--- src/rtl/tetris_piece_queue.sv ---
// Next-piece generator: bag-randomised piece types from a Galois LFSR, buffered
// in a small FIFO whose head is presented as a ready-to-spawn active piece.
module tetris_piece_queue #(
  parameter int          NUM_TYPES     = 7,
  parameter int          PREVIEW_DEPTH = 3,
  parameter logic [3:0]  SPAWN_X       = 4'd7,
  parameter logic [4:0]  SPAWN_Y       = 5'd0,
  parameter logic [15:0] LFSR_SEED     = 16'hACE1
) (
  input  logic                         clk,
  input  logic                         reset,
  input  logic                         seed_load,
  input  logic [15:0]                  seed,
  input  logic                         pop,
  output logic                         piece_valid,
  output logic [13:0]                  spawn_piece,
  output logic [3*PREVIEW_DEPTH-1:0]   preview,
  output logic [PREVIEW_DEPTH-1:0]     preview_valid,
  output logic [3:0]                   bag_remaining
);

  localparam int              FIFO_DEPTH = PREVIEW_DEPTH + 1;
  localparam int              CW         = $clog2(FIFO_DEPTH + 1);
  localparam logic [1:0]      ROT_0      = 2'd0;
  localparam logic [15:0]     LFSR_TAPS  = 16'hB400;
  localparam logic [CW-1:0]   FIFO_FULL  = CW'(FIFO_DEPTH);
  localparam logic [CW-1:0]   CNT_ONE    = {{(CW-1){1'b0}}, 1'b1};

  function automatic logic [7:0] full_mask_f();
    logic [7:0] m;
    m = 8'd0;
    for (int i = 0; i < 8; i++) begin
      m[i] = (i < NUM_TYPES);
    end
    return m;
  endfunction

  localparam logic [7:0] FULL_MASK = full_mask_f();

  function automatic logic [3:0] popcount_f(input logic [7:0] v);
    logic [3:0] c;
    c = 4'd0;
    for (int i = 0; i < 8; i++) begin
      c = c + {3'd0, v[i]};
    end
    return c;
  endfunction

  // First set bag bit at or after start, wrapping within the dealt types.
  function automatic logic [2:0] pick_f(input logic [7:0] mask, input logic [2:0] start);
    logic [2:0] p;
    logic       found;
    int         idx;
    p     = 3'd0;
    found = 1'b0;
    for (int k = 0; k < NUM_TYPES; k++) begin
      idx = (int'(start) + k) % NUM_TYPES;
      if (!found && mask[idx[2:0]]) begin
        p     = idx[2:0];
        found = 1'b1;
      end else begin
        found = found;
      end
    end
    return p;
  endfunction

  function automatic logic [15:0] lfsr_next_f(input logic [15:0] v);
    return v[0] ? ((v >> 1) ^ LFSR_TAPS) : (v >> 1);
  endfunction

  logic [15:0]   lfsr_r;
  logic [7:0]    mask_r;
  logic [3:0]    bag_remaining_r;
  logic [CW-1:0] count_r;
  logic [2:0]    fifo_r      [FIFO_DEPTH];

  logic          pop_ok_s;
  logic          draw_s;
  logic [2:0]    start_s;
  logic [2:0]    pick_s;
  logic [7:0]    mask_clr_s;
  logic [7:0]    mask_next_s;
  logic [15:0]   lfsr_next_s;
  logic [CW-1:0] tail_s;
  logic [CW-1:0] count_next_s;
  logic [2:0]    fifo_next_s [FIFO_DEPTH];

  // Draw selection, bag update and FIFO shift/push for the coming edge.
  always_comb begin
    pop_ok_s    = pop && (count_r != {CW{1'b0}});
    draw_s      = !seed_load && ((count_r < FIFO_FULL) || pop_ok_s);
    start_s     = ({1'b0, lfsr_r[2:0]} < 4'(NUM_TYPES)) ? lfsr_r[2:0] : 3'd0;
    pick_s      = pick_f(mask_r, start_s);
    mask_clr_s  = mask_r & ~(8'd1 << pick_s);
    tail_s      = pop_ok_s ? (count_r - CNT_ONE) : count_r;
    mask_next_s = mask_r;
    lfsr_next_s = lfsr_next_f(lfsr_r);
    count_next_s = count_r;
    for (int i = 0; i < FIFO_DEPTH; i++) begin
      fifo_next_s[i] = fifo_r[i];
    end

    if (seed_load) begin
      lfsr_next_s  = (seed == 16'd0) ? LFSR_SEED : seed;
      mask_next_s  = FULL_MASK;
      count_next_s = {CW{1'b0}};
      for (int i = 0; i < FIFO_DEPTH; i++) begin
        fifo_next_s[i] = 3'd0;
      end
    end else begin
      if (pop_ok_s) begin
        for (int i = 0; i < FIFO_DEPTH - 1; i++) begin
          fifo_next_s[i] = fifo_r[i+1];
        end
        fifo_next_s[FIFO_DEPTH-1] = 3'd0;
      end else begin
        count_next_s = count_r;
      end
      if (draw_s) begin
        for (int i = 0; i < FIFO_DEPTH; i++) begin
          if (CW'(i) == tail_s) begin
            fifo_next_s[i] = pick_s;
          end else begin
            fifo_next_s[i] = fifo_next_s[i];
          end
        end
        mask_next_s = (mask_clr_s == 8'd0) ? FULL_MASK : mask_clr_s;
      end else begin
        mask_next_s = mask_r;
      end
      if (draw_s && !pop_ok_s) begin
        count_next_s = count_r + CNT_ONE;
      end else if (pop_ok_s && !draw_s) begin
        count_next_s = count_r - CNT_ONE;
      end else begin
        count_next_s = count_r;
      end
    end
  end

  // State registers; reset discards every queued piece immediately.
  always_ff @(posedge clk or posedge reset) begin
    if (reset) begin
      lfsr_r          <= LFSR_SEED;
      mask_r          <= FULL_MASK;
      bag_remaining_r <= 4'(NUM_TYPES);
      count_r         <= {CW{1'b0}};
      for (int i = 0; i < FIFO_DEPTH; i++) begin
        fifo_r[i] <= 3'd0;
      end
    end else begin
      lfsr_r          <= lfsr_next_s;
      mask_r          <= mask_next_s;
      bag_remaining_r <= popcount_f(mask_next_s);
      count_r         <= count_next_s;
      for (int i = 0; i < FIFO_DEPTH; i++) begin
        fifo_r[i] <= fifo_next_s[i];
      end
    end
  end

  // Outputs decode straight from FIFO registers; unused slots always hold zero.
  always_comb begin
    piece_valid   = (count_r != {CW{1'b0}});
    spawn_piece   = {fifo_r[0], ROT_0, SPAWN_X, SPAWN_Y};
    bag_remaining = bag_remaining_r;
    preview       = {(3*PREVIEW_DEPTH){1'b0}};
    preview_valid = {PREVIEW_DEPTH{1'b0}};
    for (int i = 0; i < PREVIEW_DEPTH; i++) begin
      preview[3*i +: 3] = fifo_r[i+1];
      preview_valid[i]  = (count_r > CW'(i + 1));
    end
  end

endmodule
--- config.mk ---
export PLATFORM = sky130hd
export DESIGN_NAME = tetris_piece_queue
export DESIGN_NICKNAME = d
export VERILOG_FILES = /design/src/rtl/tetris_piece_queue.sv
export SDC_FILE = /design/constraint.sdc
export NUM_CORES = 1
export LEC_CHECK = 0
export CAP_MARGIN = 30
export CORE_ASPECT_RATIO = 1.5
export CORE_UTILIZATION = 40
export CTS_CLUSTER_DIAMETER = 80
export CTS_CLUSTER_SIZE = 25
export DETAILED_ROUTE_END_ITERATION = 10
export GPL_TIMING_DRIVEN = 0
export MAX_ROUTING_LAYER = met4
export SLEW_MARGIN = 15
export SYNTH_ARGS = -nofsm -noshare
export SYNTH_HDL_FRONTEND = slang
export SYNTH_SLANG_ARGS = --single-unit
export TNS_END_PERCENT = 10
--- constraint.sdc ---
create_clock -name clk -period 8.5 [get_ports clk]
set_input_delay 1.275 -clock clk [delete_from_list [all_inputs] [get_ports clk]]
set_output_delay 1.275 -clock clk [all_outputs]
set_load 0.01 [all_outputs]
==> impl_metrics.py <==
metrics = {
    "global_routing": {
        "grt-ovfl-total": 0,
        "grt_start_max_net_pins": 25,
        "grt_pass1_vias": 4631,
        "grt_pass1_wl_mm": 24.4,
        "grt_usage": 0.265,
        "grt_antenna_before_repair": 0,
    },
    "final_layout": {
        "finalNetCount": 663,
        "area_growth_pct": 22.8,
        "fin_area_um2": 5710,
        "layout-drive-gt1-share": 0.213,
        "antenna_cells": 0,
    },
    "synthesis": {
        "synth_area_um2": 4650,
        "avgSynthCellArea_um2": 8.55,
        "ys_types": 85,
        "synth_enable_flop_cells": 0,
        "ys_ff_latch": 43,
        "synthFlopType": "dfrtp_1",
        "async_flop_share": 1.00,
        "yosysWarnings": 0,
        "yosysSeqAreaShare": 0.236,
        "postSynthCellCount": 544,
    },
    "timing": {
        "slew_viol_final": 0,
        "setup_viol": 0,
        "worstMarginPinSlew_ps": 787,
        "skew_ps": 6.88,
        "setup_ws_ps": 299,
        "slew_headroom": 0.471,
        "fin_crit_sh": 0.965,
        "max_freq_mhz": 122,
        "min_period_ps": 8200,
        "finalHoldViolCount": 0,
    },
    "power_and_ir_drop": {
        "internal_power_uw": 923,
        "p_per_area_nw_per_um2": 307,
        "clockPowerShare": 0.126,
        "p_switching_uw": 831,
        "switching_share": 0.474,
        "vdd_drop_max_mv": 0.275,
        "comb_power_share": 0.689,
        "pwr-share-seq": 0.185,
        "leakage_uw": 0.00235,
    },
    "floorplan": {
        "die-area_um2": 12100,
        "die_x_um": 90.0,
        "fp.coreArea_um2": 11200,
        "rows": 47,
        "start_util": 0.416,
        "io_pins": 51,
        "die_height_um": 134,
    },
    "drt": {
        "firstDrtPassIters": 7,
        "routed_wl_mm": 15.6,
        "vias_per_cell": 6.08,
        "ant_nets": 0,
        "num_vias": 4641,
        "drc": 0,
        "routedWlPerCell_um": 20.4,
        "first_iter_violations": 343,
    },
    "cts": {
        "cts_tree": "done",
        "clock_sinks": 43,
        "htree_levels": 2,
        "clock-root-buffer": "clkbuf_16",
        "clk_path_buf_depth": 2,
        "cts_buffers": 5,
        "cts_hold_buf": 0,
        "cts.clk_slew.worst_paths_ps": 60,
        "clock_latency_ps": 290,
    },
    "place": {
        "place_worst_setup_slack_ps": -543,
        "routabilityCongestion": 0.979,
        "numPortBuffers": 39,
        "dp_hpwl_mm": 11.6,
        "place_area_um2": 5290,
    },
    "setup_path": {
        "cp-startpoint": "lfsr_r[2]",
        "worstSetupPathType": "reg2reg",
        "crit_arrival_ps": 8430,
        "crit_top_cell": "inv_1",
        "reg2reg_slack_ps": 300,
        "end_kind": "flop",
        "critPathCapture": "bag_remaining[1]",
        "rr_endpoint": "bag_remaining[1]",
        "r2r_start": "lfsr_r[2]",
        "ff2ff_path_depth": 32,
        "cp-start-kind": "flop",
        "cp_slowest_cell": "or4b_1",
        "worst_path_largest_cell_delay_ps": 560,
        "cp_max_fo": 10,
        "worstPathRequired_ps": 8730,
    },
    "status": {
        "status": "complete, no violations",
    },
    "flow_run": {
        "maxCapViolCount": 0,
    },
    "min_path": {
        "hold_class": "reg2reg",
    },
}
## synthesized netlist by cell type (5+ instances only)
library cell	n	area [um2]
a21o_1	7	52.6
a311oi_1	7	61.3
and2_1	12	75.1
xnor2_1	7	61.3
nor4_1	5	31.3
dfrtp_1	25	626
a21oi_1	20	100
nor3_1	11	55.1
mux2_2	10	113
clkbuf_1	18	67.6
o21ai_0	30	150
and3_1	6	37.5
o22a_1	9	78.8
dfstp_2	18	473
inv_1	27	101
buf_2	12	60.1
o211ai_1	10	75.1
nand2_1	37	139
a211oi_1	11	82.6
mux2i_1	18	180
nand3_1	19	95.1
ha_1	24	300
nand4_1	8	50.1
nor2_1	38	143
nand3b_1	9	67.6
nor2b_1	8	50.1
mux4_2	6	135
nand2b_1	11	68.8
buf_4	13	97.6
## cell families after synthesis
logic type,Yosys count,share of synthesized area
and+or+nand+nor,187,0.216
AOI/OAI and AO/OA,165,0.273
buffers and inverters,73,0.0726
DFF,43,0.236
muxes,36,0.0998
adders and majority gates,28,0.0818
xor gates and xnor gates,10,0.0188
other,2,0.00161
## per-stage QoR
stage	std cells	TNS, ps	power [uW]	util	hold slack (ps)
finish	763	0	1750	0.511	482
global route	763	-143	1890	0.511	491
CTS	749	0	1670	0.491	485
detailed placement	740	-1400	1430	0.473	469
global placement	739	-1360	1420	0.471	459
floorplan	553	0	1090	-	450
## state kept, by name, summed over array words and instances, names as in the netlist
signal and count:
bag_remaining 4, lfsr_r 16, mask_r 8, spawn_piece 3, preview 9, count_r 3
## area by class of cell
| type | count | area (um2) |
|---|---|---|
| fill | 1081 | 5460 |
| multi-input combinational | 437 | 3370 |
| sequential | 43 | 1100 |
| timing repair buffer | 55 | 531 |
| buffer | 43 | 231 |
| tap | 147 | 184 |
| clock buffer | 5 | 125 |
| inverter | 30 | 121 |
| clock inverter | 3 | 47.5 |
## metal layers
metal / GRT usage / vias to the layer above / wire, um
met1: 0.289 / 2262 / 5990
met3: 0.0164 / 64 / 598
met4: 0.185 / 0 / 1030
li1: - / 2157 / -
met5: - / - / 0
met2: 0.460 / 158 / 7970
## power groups by stage
stage | Clock, uW | Sequential, uW | Combinational (uW)
floorplan | 0 | 326 | 763
global placement | 0 | 325 | 1090
detailed placement | 0 | 326 | 1100
CTS | 228 | 324 | 1120
global route | 234 | 330 | 1320
finish | 222 | 324 | 1210
## layout by cell type, fill, tap and decap left out, drive strengths merged, types with 5 or more instances in the layout
cell type / instances
buf: 41
clkdlybuf4s50: 39
nand2: 39
nor2: 38
o21ai: 36
inv: 28
dfrtp: 25
ha: 24
clkbuf: 23
a21oi: 20
mux2i: 20
nand3: 19
dfstp: 18
and2: 13
a211oi: 12
conb: 11
o211ai: 11
nand2b: 11
nor3: 11
mux2: 10
o22a: 9
nand3b: 9
nand4: 9
nor2b: 8
a311oi: 8
a21o: 7
xnor2: 7
and3: 6
mux4: 6
nor4: 5
a21boi: 5
## worst max-delay path: cells and delay by family (launching register included)
family,cells,cell delay (ps)
compound gates,7,1330
buf+inv,9,970
flops,1,470
fa+ha+maj,10,3190
simple gates,6,2170
## worst min-delay path by stage
stage               start         end  slack, ps  depth (start not counted)
6_report       lfsr_r[12]  lfsr_r[11]        480                          1
5_1_grt        lfsr_r[12]  lfsr_r[11]        490                          1
4_1_cts        lfsr_r[12]  lfsr_r[11]        490                          1
3_5_place_dp    lfsr_r[3]   lfsr_r[2]        470                          1
3_3_place_gp    lfsr_r[4]   lfsr_r[3]        460                          1
2_1_floorplan  lfsr_r[12]  lfsr_r[11]        450                          1
## timing repair
| item | in CTS | in global routing |
|---|---|---|
| buffers inserted | 1 | 14 |
| pin swaps | 2 | 10 |
| endpoints found under the setup margin | 4 | 3 |
| resized for setup | 8 | 23 |
Note: power is estimated with default switching activity, not from simulation.
